File: src/rtl/pool1_window_reader.sv
// pool1_window_reader: streams conv2 input windows out of the result BRAM.
// Walks oy, ox, ch, ky, kx (outer to inner) and issues at most one BRAM read
// per cycle. Each read is tracked through an RD_LAT-deep pipe and lands in a
// small output FIFO. Reads are credit-limited, so the FIFO can never overflow.
// Optional build macro POOL1_RD_PAD_EN adds a zero pad of (KSIZE-1)/2 on every
// side. Pad slots take a pipe slot but do not read the BRAM.
// The FSM state is exported on state_dbg for checkers.
//
// Handshake: an element transfers on a rising clk edge where
// data_valid && data_ready. While data_valid is high and data_ready is low,
// data_out and data_last hold. data_valid never drops without a transfer.
module pool1_window_reader #(
  parameter int POOL1_BASE = 11520,
  parameter int POOL1_DEEP = 20,
  parameter int POOL1_SIZE = 12,
  parameter int KSIZE      = 5,
  parameter int RD_LAT     = 3,
  parameter int FIFO_DEPTH = 4,
  parameter int DATA_SIZE  = 8
) (
  input  logic                 clk,
  input  logic                 rst,
  input  logic                 pool1_rd_en,
  output logic                 result_bram_ena,
  output logic [14:0]          result_bram_addra,
  input  logic [DATA_SIZE-1:0] result_bram_douta,
  output logic [DATA_SIZE-1:0] data_out,
  output logic                 data_valid,
  input  logic                 data_ready,
  output logic                 data_last,
  output logic                 pool1_rd_finish,
  output logic [1:0]           state_dbg
);
`ifdef POOL1_RD_PAD_EN
  localparam int PAD = (KSIZE - 1) / 2;
`else
  localparam int PAD = 0;
`endif
  localparam int OUT = POOL1_SIZE - KSIZE + 1 + 2 * PAD;
  localparam int PW  = (FIFO_DEPTH > 1) ? $clog2(FIFO_DEPTH) : 1;
  localparam int CW  = $clog2(FIFO_DEPTH + RD_LAT + 1) + 1;
  localparam logic [CW:0]   DEPTH_W = (CW+1)'(FIFO_DEPTH);
  localparam logic [PW-1:0] PTR_MAX = PW'(FIFO_DEPTH - 1);
  localparam logic [7:0]    OUT_MAX = 8'(OUT - 1);
  localparam logic [7:0]    CH_MAX  = 8'(POOL1_DEEP - 1);
  localparam logic [7:0]    K_MAX   = 8'(KSIZE - 1);

  typedef enum logic [1:0] {S_IDLE, S_ISSUE, S_DRAIN, S_DONE} state_t;
  state_t state, state_n;

  logic [7:0]           oy, ox, ch, ky, kx;
  logic [RD_LAT-1:0]    pipe_v, pipe_l;
`ifdef POOL1_RD_PAD_EN
  logic [RD_LAT-1:0]    pipe_z;
`endif
  logic [CW-1:0]        out_cnt, fifo_cnt;
  logic [DATA_SIZE:0]   fifo_mem [FIFO_DEPTH];
  logic [PW-1:0]        wr_ptr, rd_ptr;
  logic [DATA_SIZE:0]   head;
  logic [DATA_SIZE-1:0] push_data;
  logic [CW:0]          used;
  logic                 slot, pad_slot, last_flag, pass_end, push, fifo_pop;
  int                   iy, ix;

  assign data_valid = (fifo_cnt != '0);
  assign head       = fifo_mem[rd_ptr];
  assign data_out   = data_valid ? head[DATA_SIZE-1:0] : '0;
  assign data_last  = data_valid & head[DATA_SIZE];
  assign push       = pipe_v[RD_LAT-1];
  assign state_dbg  = state;
`ifdef POOL1_RD_PAD_EN
  assign push_data  = pipe_z[RD_LAT-1] ? '0 : result_bram_douta;
`else
  assign push_data  = result_bram_douta;
`endif

  // Slot issue, address generation and next-state logic.
  always_comb begin
    state_n           = state;
    pool1_rd_finish   = 1'b0;
    fifo_pop          = data_valid && data_ready;
    // A pop in this cycle frees its entry by the same edge that accepts a new
    // issue, so it is credited here. This keeps one element per cycle with
    // FIFO_DEPTH = RD_LAT + 1.
    used              = {1'b0, out_cnt} + {1'b0, fifo_cnt} - {{CW{1'b0}}, fifo_pop};
    slot              = (state == S_ISSUE) && pool1_rd_en && (used < DEPTH_W);
    iy                = int'(oy) + int'(ky) - PAD;
    ix                = int'(ox) + int'(kx) - PAD;
`ifdef POOL1_RD_PAD_EN
    pad_slot          = (iy < 0) || (iy >= POOL1_SIZE) || (ix < 0) || (ix >= POOL1_SIZE);
`else
    pad_slot          = 1'b0;
`endif
    last_flag         = (ch == CH_MAX) && (ky == K_MAX) && (kx == K_MAX);
    pass_end          = last_flag && (oy == OUT_MAX) && (ox == OUT_MAX);
    result_bram_ena   = slot && !pad_slot;
    result_bram_addra = '0;
    if (result_bram_ena)
      result_bram_addra = 15'(POOL1_BASE + int'(ch) * POOL1_SIZE * POOL1_SIZE
                              + iy * POOL1_SIZE + ix);
    case (state)
      S_IDLE:  if (pool1_rd_en) state_n = S_ISSUE;
      S_ISSUE: if (slot && pass_end) state_n = S_DRAIN;
      S_DRAIN: if (out_cnt == '0 && fifo_cnt == '0) state_n = S_DONE;
      S_DONE: begin
        pool1_rd_finish = pool1_rd_en;
        if (!pool1_rd_en) state_n = S_IDLE;
      end
      default: state_n = S_IDLE;
    endcase
  end

  // State register and the window loop counters. They advance once per slot.
  always_ff @(posedge clk) begin
    if (rst) begin
      state <= S_IDLE;
      {oy, ox, ch, ky, kx} <= '0;
    end else begin
      state <= state_n;
      if (state == S_IDLE && pool1_rd_en) begin
        {oy, ox, ch, ky, kx} <= '0;
      end else if (slot) begin
        if (kx != K_MAX) kx <= kx + 8'd1;
        else begin
          kx <= '0;
          if (ky != K_MAX) ky <= ky + 8'd1;
          else begin
            ky <= '0;
            if (ch != CH_MAX) ch <= ch + 8'd1;
            else begin
              ch <= '0;
              if (ox != OUT_MAX) ox <= ox + 8'd1;
              else begin
                ox <= '0;
                oy <= oy + 8'd1;
              end
            end
          end
        end
      end
    end
  end

  // Read-return pipe: {valid, last} for each slot, with the BRAM latency.
  always_ff @(posedge clk) begin
    if (rst) begin
      pipe_v  <= '0;
      pipe_l  <= '0;
`ifdef POOL1_RD_PAD_EN
      pipe_z  <= '0;
`endif
      out_cnt <= '0;
    end else begin
      for (int i = RD_LAT - 1; i > 0; i--) begin
        pipe_v[i] <= pipe_v[i-1];
        pipe_l[i] <= pipe_l[i-1];
`ifdef POOL1_RD_PAD_EN
        pipe_z[i] <= pipe_z[i-1];
`endif
      end
      pipe_v[0] <= slot;
      pipe_l[0] <= last_flag;
`ifdef POOL1_RD_PAD_EN
      pipe_z[0] <= pad_slot;
`endif
      out_cnt <= out_cnt + CW'(slot) - CW'(push);
    end
  end

  // Output FIFO: pushed from the pipe tail and popped on a handshake.
  always_ff @(posedge clk) begin
    if (rst) begin
      for (int i = 0; i < FIFO_DEPTH; i++) fifo_mem[i] <= '0;
      wr_ptr   <= '0;
      rd_ptr   <= '0;
      fifo_cnt <= '0;
    end else begin
      if (push) begin
        fifo_mem[wr_ptr] <= {pipe_l[RD_LAT-1], push_data};
        wr_ptr <= (wr_ptr == PTR_MAX) ? '0 : wr_ptr + 1'b1;
      end
      if (fifo_pop) rd_ptr <= (rd_ptr == PTR_MAX) ? '0 : rd_ptr + 1'b1;
      fifo_cnt <= fifo_cnt + CW'(push) - CW'(fifo_pop);
    end
  end

endmodule

File: config.mk
export PLATFORM = sky130hd
export DESIGN_NAME = pool1_window_reader
export DESIGN_NICKNAME = d
export VERILOG_FILES = /design/src/rtl/pool1_window_reader.sv
export SDC_FILE = /design/constraint.sdc
export NUM_CORES = 1
export LEC_CHECK = 0
export CAP_MARGIN = 20
export CORE_UTILIZATION = 55
export DETAILED_ROUTE_END_ITERATION = 8
export GPL_TIMING_DRIVEN = 0
export PLACE_DENSITY_LB_ADDON = 0.25
export SLEW_MARGIN = 20
export SYNTH_ARGS = -nofsm -noshare
export SYNTH_HDL_FRONTEND = slang
export SYNTH_SLANG_ARGS = --single-unit
File: constraint.sdc
create_clock -name clk -period 6.99 [get_ports clk]
set_clock_uncertainty 0.1 [all_clocks]
set_input_delay 0.699 -clock clk [delete_from_list [all_inputs] [get_ports clk]]
set_output_delay 0.699 -clock clk [all_outputs]
set_load 0.005 [all_outputs]
-- Word level (Yosys, flattened, before mapping)
Memory sizes are Yosys's and may differ from the RTL's. A register that Yosys moved wholly into a read port is not among the register bits.
Index checks and enable logic that the tools add are counted.
- bits in registers: 60
- memory bits (writable): 36
- input port bits: 12
- output and inout bits: 29
- logic and storage cells: 103
- memories kept: 1
- add/subtract/negate cells: 18
- $mul: 3
- magnitude comparators: 1
- eq/ne operators: 18
- multiplexer cells: 24
- bitwise operators: 5
- reduce and logical (&&, ||, !) cells: 21
- memory list (memory ; words ; width ; rd ports ; clocked after Yosys merged registers in ; wr ports ; line ; source):
    fifo_mem ; 4 ; 9 ; 1 ; 1 ; 4 ; 57 ; logic [DATA_SIZE:0] fifo_mem [FIFO_DEPTH];
- operators by type and width (operator ; count):
    8-bit by 1-bit adder with 8-bit output (second input constant) ; 5
    8-bit 2-to-1 mux ; 5
    8-bit by 3-bit == test with 1-bit output (second input constant) ; 4
    8-bit by 3-bit inequality test with 1-bit output (second input constant) ; 3
    8-bit by 8-bit adder with 9-bit output ; 2
    2-bit 2-to-1 mux ; 9
    14-bit by 15-bit adder with 15-bit output (first input constant) ; 1
    15-bit by 13-bit adder with 15-bit output ; 1
    15-bit by 9-bit adder with 15-bit output ; 1
    15-bit 2-to-1 mux ; 1
    10-bit by 2-bit multiplier with 11-bit output (second input constant) ; 1
    9-bit by 2-bit multiplier with 11-bit output (second input constant) ; 1
    1-bit logical AND ; 10
    8-bit by 2-bit multiplier with 10-bit output (second input constant) ; 1
    9-bit 2-to-1 mux ; 1
    9-bit OR reduction ; 1
    4-bit by 1-bit adder with 4-bit output ; 2
    2-bit == test (second input constant) ; 4
    8-bit by 5-bit == test with 1-bit output (second input constant) ; 1
    4-bit zero test ; 2
    8-bit by 5-bit inequality test with 1-bit output (second input constant) ; 1
    2-bit one-hot mux with 4 select lines ; 1
    4-bit AND reduction ; 2
    4-bit by 1-bit subtractor with 4-bit output ; 2
    other kinds (16) ; 28

-- Longest topological paths before layout
Gate-level depths: netlist (run 1).
- depth in word-level cells: 8
- depth in mapped cells: 23
- gate-level depth less buffers: 23

-- Least setup slack after synthesis (run 1)
No wires, ideal clock.
- path type: register to output
- from: reg ch[0]
- to: out result_bram_addra[14]
- arrival time: 5058 ps
- data required time: 6191 ps
- setup slack: 1133 ps
- cell stages (with the launch flop): 22
- cell sequence: dfxtp_1 ha_1 fa_1 a211o_1 a21o_1 nand2_1 ha_1 a21o_1 a31o_2 nand3b_1 o22ai_1 mux2i_2 or2_2 inv_1 ha_1 ha_1 or3_1 o21a_1 and4_1 o211a_1 a2111oi_0 nand2_1
- longest elaborated chain between the ends: 6
- RTL lines (item ; line ; source):
    from (decl) ; 51 ; logic [7:0] oy, ox, ch, ky, kx;
    from (signal assigned) ; 129 ; if (ch != CH_MAX) ch <= ch + 8'd1;
    8-bit by 2-bit multiplier with 10-bit output ; 99 ; result_bram_addra = 15'(POOL1_BASE + int'(ch) * POOL1_SIZE * POOL1_SIZE
    10-bit by 2-bit multiplier with 11-bit output ; 99 ;
    14-bit by 15-bit adder with 15-bit output ; 99 ;
    15-bit by 13-bit adder with 15-bit output ; 100 ; + iy * POOL1_SIZE + ix);
    15-bit by 9-bit adder with 15-bit output ; 100 ;
    15-bit 2-to-1 mux ; 98 ; if (result_bram_ena)
    to (decl) ; 25 ; output logic [14:0] result_bram_addra,
No other way between the ends.

-- Worst setup path after layout (run 1)
- from: reg oy[0]
- to: out result_bram_addra[14]
- longest elaborated chain between the ends: 5
- RTL lines (item ; line ; source):
    from (decl) ; 51 ;
    from (signal assigned) ; 135 ; oy <= oy + 8'd1;
    8-bit by 8-bit adder with 9-bit output ; 87 ; iy = int'(oy) + int'(ky) - PAD;
    9-bit by 2-bit multiplier with 11-bit output ; 100 ;
    15-bit by 13-bit adder with 15-bit output ; 100 ;
    15-bit by 9-bit adder with 15-bit output ; 100 ;
    15-bit 2-to-1 mux ; 98 ;
No other way between the ends.

==> impl.org, run 1 <==
** Finish
- Compared with the post-synthesis result, the final layout area differs by 15.6%.
- Final antenna diode count :: 0
- Core utilization of the finished layout :: 66.1%
- In the final design database the tool counted 954 nets.
- Of the cells placed in the final design, the portion with a size suffix greater than 1 is 10.4%.

** Worst hold path
- Startpoint of the most critical hold path :: pipe_l[0]
- Number of instances on the worst hold path :: 1
- The worst hold path terminates at pipe_l[1].
- The tightest min-delay check is of the flop to flop type.

** Flow run
- Across the run, the number of max-cap violations was 0.

** Setup path
- Slack of the worst reg-to-reg path :: 2550 ps
- Endpoint of the worst-slack reg-to-reg timing path :: out_cnt[2]
- Req. time, crit path :: 6190 ps
- STA classifies the critical path startpoint as a flop.
- STA puts the critical path data arrival time at 5960 ps.
- Startpoint of the lowest-slack register-to-register path :: fifo_cnt[2]
- The worst setup path is of the flop to primary output kind.
- Critical path fanouts, max :: 4
- Critical path capture point type :: primary output
- Number of cell instances on the worst register-to-register path :: 19

** Clock tree
- The clock net in this run drives a total of 98 sinks.
- No sink is reached through more buffers than the 2 on the longest clock path.
- Number of H-tree levels :: 3
- Insertion delay to the later sink of the worst-skew pair :: 350 ps
- In this run, CTS created clock tree buffers numbering 9.
- After clock tree synthesis, the flow added hold-fix buffers numbering 0.
- CTS root buffer :: sky130_fd_sc_hd__clkbuf_16
- TritonCTS built the clock tree.
- After clock tree synthesis, the clock-pin slew on the worst setup and hold paths is 70 ps.

** Floorplanning
- Die footprint :: 0.0138 mm^2
- Height of the die :: 117 um
- Number of placement rows :: 41
- Placeable core region :: 0.0128 mm^2
- For this configuration, the core starts out at a cell density of 57.2%.
- For this design the top-level I/O count stands at 41.
- Width of the die :: 117 um

** Yosys
- The Yosys step of the flow raised 0 warnings.
- Cell taking the most area after synthesis :: sky130_fd_sc_hd__dfxtp_1
- The number of nets handed over by synthesis was 899.
- Mean post-synth cell area :: 9.42 um^2
- Most instantiated library cell after synthesis :: sky130_fd_sc_hd__ha_1
- In this run, synthesis inferred 36 flip-flops with an integrated enable.
- Async set-or-reset flop fraction in the synthesized netlist :: 0%
- Top flip-flop cell by instance count after synthesis :: sky130_fd_sc_hd__dfxtp_1
- Sorting the synthesized cells by area gives the leading types as sky130_fd_sc_hd__dfxtp_1 (17%), sky130_fd_sc_hd__ha_1 (16%), sky130_fd_sc_hd__edfxtp_1 (15%).
- Synthesis inferred 98 register bits.
- Most used standard cells in the synthesized netlist :: sky130_fd_sc_hd__ha_1 (91), sky130_fd_sc_hd__inv_1 (89), sky130_fd_sc_hd__nor2_1 (77), sky130_fd_sc_hd__dfxtp_1 (62), sky130_fd_sc_hd__and2_1 (48)
- Number of distinct standard cells referenced by the synthesized netlist :: 68
- In this run the biggest area consumer among cell types represents 16.9% of the synthesized area.
- Register area share after synthesis :: 31.7%
- In this run the cell area of the synthesized design comes to 0.00733 mm^2.
- Synthesis handed over a netlist of 779 instances.

** Global route
- Entering global routing, the biggest net connects 18 pins.
- First-pass GRT wire length :: 26800 um
- Aggregate global routing overflow :: 0
- In the global route stage, overall resource usage came out at 24.0%.
- The initial antenna violation count came to 0.
- The number of global-route vias before repair was 5756.

** Placed design
- Half-perimeter wire length of the detailed placement result :: 12000 um
- Buffers placed on the I/O ports in this run total 39.
- Worst slack, placed :: 163 ps
- RePlAce Congestion :: 0.841

** Drt
- The detailed router finished its first iteration with 314 violations.
- The routed layout has 5676 vias.
- DRC viols :: 0
- Summed over all layers, the routed wires come to 15900 um.
- Via density :: 5.61
- Average wire per cell in the routed design :: 15.7 um
- In this run the remaining antenna-violating nets after routing total 0.
- Router iterations before antenna repair :: 5

** Timing
- The hold violation count in the final report was 0.
- For the final routed database, the setup TNS stands at 0 ps.
- Hold timing on the final database bottoms out at a slack of 347 ps.
- Setup slack on the critical path of the routed design comes to 235 ps.
- Setup violations remaining at the end of the flow were counted as 0.
- Transition time at the pin with the least slew margin :: 816 ps
- In this run the tightest slew margin relative to its limit is 44.9%.
- The final critical path takes up 96.6% of the cycle.
- Static timing analysis puts the maximum clock frequency at 148 MHz.
- Final-report max-slew violation count :: 0
- Subtracting the final worst setup slack from the clock period gives 6760 ps.

** Outcome
- Result of the run :: finished, final reports clean

** Power
- Summing internal, switching and leakage power gives 1.61 mW.
- Worst voltage drop across the vdd grid :: 0.132 mV
- Total power per unit cell area :: 190 mW/mm^2
- Leakage power summed over all cells :: 3.66 nW
-- sequential cells by signal, indices dropped and copies added (netlist names), named ones only --
register	count
ch	8
fifo_mem	36
ky	8
rd_ptr	2
out_cnt	4
state_dbg	2
oy	8
kx	8
pipe_l	3
wr_ptr	2
ox	8
fifo_cnt	4
pipe_v	3
-- stage by stage --
stage | cells | area (um^2)
after floorplan | 779 | 7330
after global placement | 990 | 7940
after detailed placement | 990 | 7940
after CTS | 1007 | 8280
after global routing | 1011 | 8480
final | 1011 | 8480
-- cell families after synthesis --
group                    count (synthesis)  synth area share, %
flip-flops                              98                 31.7
buffers and inverters                  101                 5.19
XOR/XNOR                                67                 8.00
adder cells (fa/ha/maj)                109                 20.3
AND/OR/NAND/NOR                        266                 19.5
AO/OA/AOI/OAI                          119                 11.1
multiplexers                            19                 4.18
-- power by group --
group	leakage [nW]	total (mW)	switching [mW]	internal [mW]
Clock	0.135	0.470	0.224	0.246
Sequential	0.872	0.645	0.0204	0.625
Combinational	2.65	0.495	0.261	0.234
Total	3.66	1.61	0.505	1.11
-- layout make-up --
cell class                 instances  area, um^2
timing repair buffer              44         428
fill                            1000        4350
multi-input combinational        580        4850
clock inverter                     6        51.3
inverter                          90         338
clock buffer                      10         229
sequential                        98        2330
tap                              172         215
buffer                            11        42.5
-- metal layers --
layer	track usage [%]	up-vias	share of wire (%)
met3	2.33	19	1.8
met4	7.93	0	1.8
met2	43.9	89	51
met1	29.4	2753	45
li1	-	2815	-
met5	0	-	0
-- critical path: stages, from the launching register on --
cell                              delay [ps]
sky130_fd_sc_hd__dfxtp_1                 350
sky130_fd_sc_hd__ha_2                    230
sky130_fd_sc_hd__fa_2                    390
sky130_fd_sc_hd__xor2_2                  190
sky130_fd_sc_hd__buf_4                   140
sky130_fd_sc_hd__ha_1                    270
sky130_fd_sc_hd__a21o_1                  180
sky130_fd_sc_hd__a21o_1                  200
sky130_fd_sc_hd__maj3_1                  370
sky130_fd_sc_hd__a21oi_2                 180
sky130_fd_sc_hd__o21bai_1                 90
sky130_fd_sc_hd__a21oi_2                 180
sky130_fd_sc_hd__xor2_1                  170
sky130_fd_sc_hd__ha_1                    240
sky130_fd_sc_hd__inv_1                    50
sky130_fd_sc_hd__ha_1                    220
sky130_fd_sc_hd__ha_1                    350
sky130_fd_sc_hd__and2_1                  200
sky130_fd_sc_hd__o21ai_2                 140
sky130_fd_sc_hd__o211ai_1                150
sky130_fd_sc_hd__a211oi_2                310
sky130_fd_sc_hd__nor4b_4                 320
sky130_fd_sc_hd__a2111oi_4                90
sky130_fd_sc_hd__nand2_1                  70
sky130_fd_sc_hd__clkdlybuf4s50_1         490
-- placed cells by master (no fill, tap or decap), types with 4 or more instances in the layout --
master | Yosys | layout
sky130_fd_sc_hd__a211oi_1 | 5 | 4
sky130_fd_sc_hd__a21o_1 | 17 | 17
sky130_fd_sc_hd__a21oi_1 | 31 | 27
sky130_fd_sc_hd__a31oi_1 | 4 | 4
sky130_fd_sc_hd__and2_1 | 48 | 48
sky130_fd_sc_hd__and3_1 | 10 | 10
sky130_fd_sc_hd__buf_4 | 0 | 5
sky130_fd_sc_hd__clkbuf_1 | 7 | 8
sky130_fd_sc_hd__clkbuf_16 | 0 | 9
sky130_fd_sc_hd__clkdlybuf4s50_1 | 0 | 39
sky130_fd_sc_hd__dfxtp_1 | 62 | 60
sky130_fd_sc_hd__edfxtp_1 | 36 | 36
sky130_fd_sc_hd__fa_1 | 17 | 15
sky130_fd_sc_hd__ha_1 | 91 | 87
sky130_fd_sc_hd__inv_1 | 89 | 89
sky130_fd_sc_hd__mux2i_1 | 9 | 8
sky130_fd_sc_hd__mux4_2 | 9 | 9
sky130_fd_sc_hd__nand2_1 | 32 | 31
sky130_fd_sc_hd__nand2b_1 | 5 | 5
sky130_fd_sc_hd__nand3_1 | 13 | 12
sky130_fd_sc_hd__nand4_1 | 12 | 12
sky130_fd_sc_hd__nor2_1 | 77 | 77
sky130_fd_sc_hd__nor2b_1 | 11 | 11
sky130_fd_sc_hd__nor3_1 | 16 | 14
sky130_fd_sc_hd__o211ai_1 | 4 | 4
sky130_fd_sc_hd__o21a_1 | 5 | 5
sky130_fd_sc_hd__o21ai_0 | 14 | 12
sky130_fd_sc_hd__o21ai_1 | 7 | 8
sky130_fd_sc_hd__o21bai_1 | 7 | 6
sky130_fd_sc_hd__or2_2 | 6 | 5
sky130_fd_sc_hd__or3_1 | 9 | 9
sky130_fd_sc_hd__xnor2_1 | 38 | 37
sky130_fd_sc_hd__xor2_1 | 29 | 28
-- repair_timing --
action                                  CTS  global route
gates resized for setup                  10            31
pin swaps                                 1             8
endpoints found under the setup margin    1             1
setup buffers                             1             4
-- how the worst max path moves through the flow --
| stage | endpoint | start | cells past startpoint | slack [ps] |
|---|---|---|---|---|
| global route | result_bram_addra[14] | ch[1] | 22 | -40 |
| global placement | result_bram_addra[14] | ch[0] | 22 | 340 |
| CTS | result_bram_addra[14] | oy[1] | 23 | 8 |
| detailed placement | result_bram_addra[14] | ch[0] | 22 | 160 |
| floorplan | result_bram_addra[14] | ch[0] | 21 | 1130 |
| finish | result_bram_addra[14] | oy[0] | 24 | 230 |
No activity file was read; power rests on OpenSTA's default activity.
==> run 2, diff against run 1 <==
- CAP_MARGIN: 20 -> 40
==> run 2 against run 1 <==
Net effect:
- non-clock buffer count increased by 4
- highest routed layer unchanged
- register-to-register slack got worse by 50 ps
- sequential power is essentially flat
- design area up 1.0%
- largest cell class unchanged
- largest power group unchanged
==> impl.org, run 2 (synthesis gave the netlist of run 1 again) <==
** Power
- Total power consumption of the routed design :: 1.69 mW (was 1.61 mW)
- The maximum ir drop on the vdd rail came to 0.126 mV (was 0.132 mV).
- Leakage power summed over all cells :: 3.71 nW (was 3.66 nW)
- Total power per unit cell area :: 197 mW/mm^2 (was 190 mW/mm^2)

** Finish
- Ratio of cells with drive above 1 in the final layout :: 11.0% (was 10.4%)
- The sequential cell area is 0.00233 mm^2 (about the same).
- Core utilization of the finished layout :: 66.8% (was 66.1%)
- The area of combinational cells with multiple inputs came to 0.00486 mm^2 (was 0.00485 mm^2).
- The count of inserted antenna diode cells came to 0 (unchanged).
- Number of flip-flops in the largest register :: 36 (unchanged)
- The area added between synthesis and finish was 16.8% (was 15.6%).
- The final-stage net count came to 958 (was 954).
- Commonest non-fill, non-tap cells in the layout :: sky130_fd_sc_hd__inv_1 (89), sky130_fd_sc_hd__ha_1 (86), sky130_fd_sc_hd__nor2_1 (76) (was sky130_fd_sc_hd__inv_1 (89), sky130_fd_sc_hd__ha_1 (87), sky130_fd_sc_hd__nor2_1 (77))
- Filler cells :: 1004 (was 1000)
- Most common cell after layout, fill and taps aside :: sky130_fd_sc_hd__inv_1 (unchanged)
- Largest reg by FF count :: fifo_mem (unchanged)
- Filler-free cell count of the finished design :: 1015 (was 1011)

** Drt
- Vias after detailed routing :: 5722 (was 5676)
- The number of detailed-route iterations in the first pass is 4 (was 5).
- The wire length reported by the detailed router was 16200 um (was 15900 um).
- Via density :: 5.64 (was 5.61)
- First-iteration detailed-routing DRC count :: 320 (was 314)
- Remaining antenna violation count :: 0 (unchanged)
- DRC viols :: 0 (unchanged)
- The average wire per standard cell came to 16.0 um (was 15.7 um).

** Timing
- Final-report max-slew violation count :: 0 (unchanged)
- Transition time at the pin with the least slew margin :: 885 ps (was 816 ps)
- The worst hold margin is 342 ps (was 347 ps).
- Maximum clock frequency :: 148 MHz (about the same)
- Minimum clock period after layout :: 6770 ps (was 6760 ps)
- Slack of the critical path :: 222 ps (was 235 ps)
- Final count of hold timing violations :: 0 (unchanged)
- The post-route fraction of the period consumed by the critical path was 96.8% (was 96.6%).
- Final-report setup violation count :: 0 (unchanged)
- The headroom to the max-slew limit was 40.2% (was 44.9%).

** Clock tree
- The number of levels the H-tree was split into was 3 (unchanged).
- The clock insertion delay at the later pin of the skew report was 340 ps (was 350 ps).
- The CTS tree was done (unchanged).
- The number of clock buffers inserted by TritonCTS is 9 (unchanged).
- The post-cts hold buffer count is 0 (unchanged).
- CTS root buffer :: sky130_fd_sc_hd__clkbuf_16 (unchanged)
- Clock Pin Slew Worst Setup and Hold Paths :: 70 ps (about the same)
- The sink count of the clock tree came to 98 (unchanged).
- Worst-case clock buffer depth :: 2 (unchanged)

** Placed design
- The half-perimeter wire length of the detailed placement result came to 12100 um (was 12000 um).
- The routability-driven placement congestion ratio is 0.841 (unchanged).
- The count of placed standard cells including taps was 993 (was 990).
- Worst slack, placed :: 172 ps (was 163 ps)
- The number of port buffers was 39 (unchanged).

** Global route
- Maximum number of pins on one net before global-route repair :: 18 (unchanged)
- Global-route usage over all layers :: 24.2% (was 24.0%)
- Number of global-route vias before repair :: 5864 (was 5756)
- The initial antenna violation count is 0 (unchanged).
- First-pass GRT wire length :: 27200 um (was 26800 um)
- The final global-route overflow total was 0 (unchanged).

** Setup path
- Critical path capture point type :: primary output (unchanged)
- Req. time, crit path :: 6190 ps (about the same)
- The critical setup path kind was flop to primary output (unchanged).
- Startpoint type of the worst setup path :: flop (unchanged)
- The data arrival time of the critical path is 5970 ps (was 5960 ps).
- Critical path fanouts, max :: 4 (unchanged)

** Floorplanning
- Initial core utilization :: 57.2% (unchanged)
- Width of the die :: 117 um (unchanged)
- The number of rows created at floorplan is 41 (unchanged).
- Height of the die :: 117 um (unchanged)
- The core area is 0.0128 mm^2 (unchanged).
- The overall die area was 0.0138 mm^2 (unchanged).
- The number of top-level design ports came to 41 (unchanged).

** Outcome
- Result of the run :: finished, final reports clean (unchanged)

** Flow run
- Maximum Capacitance Violations :: 0 (unchanged)

** Worst hold path
- Worst min path class :: flop to flop (unchanged)
run 2: power by group:
part / switching, mW / internal, mW
clock network: 0.220 / 0.317
registers: 0.0202 / 0.625
logic: 0.264 / 0.239
total: 0.505 / 1.18
run 2: layer usage:
metal  part of all wire (%)  wire length, um  up-vias  GRT usage [%]
met5                      0                0        -              0
met4                    1.3              218        0           7.21
met3                    2.7              437       19           2.81
met2                     52             8490      112           44.8
met1                     44             7090     2770           29.3
li1                       -                -     2821              -
run 2: worst paths after layout:
kind                             startpoint                    end  depth (start not counted)  slack [ps]
worst max-delay path                  oy[0]  result_bram_addra[14]                         24         220
worst min-delay path              pipe_l[0]              pipe_l[1]                          1         340
worst max register to register  fifo_cnt[2]             out_cnt[2]                         19        2500
worst min register to register    pipe_l[0]              pipe_l[1]                          1         340
run 2: cell type report:
| cell class | count | area share (%) |
|---|---|---|
| Sequential cell | 98 | 27.2 |
| Clock buffer | 9 | 2.63 |
| Multi-Input combinational cell | 580 | 56.8 |
| Buffer | 11 | 0.497 |
| Timing Repair Buffer | 48 | 5.30 |
| Tap cell | 172 | 2.51 |
| Clock inverter | 7 | 1.15 |
| Inverter | 90 | 3.94 |
run 2: critical path, stage by stage, from the launching register on:
cell                              delay [ps]
sky130_fd_sc_hd__dfxtp_2                 350
sky130_fd_sc_hd__ha_2                    210
sky130_fd_sc_hd__fa_1                    450
sky130_fd_sc_hd__xor2_2                  190
sky130_fd_sc_hd__buf_4                   140
sky130_fd_sc_hd__ha_1                    280
sky130_fd_sc_hd__a21o_1                  180
sky130_fd_sc_hd__a21o_1                  200
sky130_fd_sc_hd__maj3_1                  370
sky130_fd_sc_hd__a21oi_2                 180
sky130_fd_sc_hd__o21bai_1                100
sky130_fd_sc_hd__a21oi_2                 190
sky130_fd_sc_hd__xor2_1                  170
sky130_fd_sc_hd__ha_1                    240
sky130_fd_sc_hd__inv_1                    50
sky130_fd_sc_hd__ha_1                    220
sky130_fd_sc_hd__ha_1                    340
sky130_fd_sc_hd__and2_1                  200
sky130_fd_sc_hd__o21ai_2                 140
sky130_fd_sc_hd__o211ai_1                150
sky130_fd_sc_hd__a211oi_2                320
sky130_fd_sc_hd__nor4b_4                 290
sky130_fd_sc_hd__a2111oi_2                80
sky130_fd_sc_hd__nand2_1                  60
sky130_fd_sc_hd__clkdlybuf4s50_1         490
run 2: repair_timing:
action | in CTS | in global routing
setup endpoints to repair | 1 | 1
buffers inserted | 1 | 4
resized for setup | 8 | 38
pin swaps | 0 | 11
run 2: per-stage QoR:
stage	instance area, um^2	setup TNS [ps]
after floorplan	7330	0
after global placement	7940	0
after detailed placement	7960	0
after CTS	8320	0
after global routing	8560	-57.2
final	8560	0
==> run 3, diff against run 2 <==
- HOLD_SLACK_MARGIN: not set -> 0.12
==> results of run 3 <==
No change in the layout: final DEF, timing and power equal those of run 2.
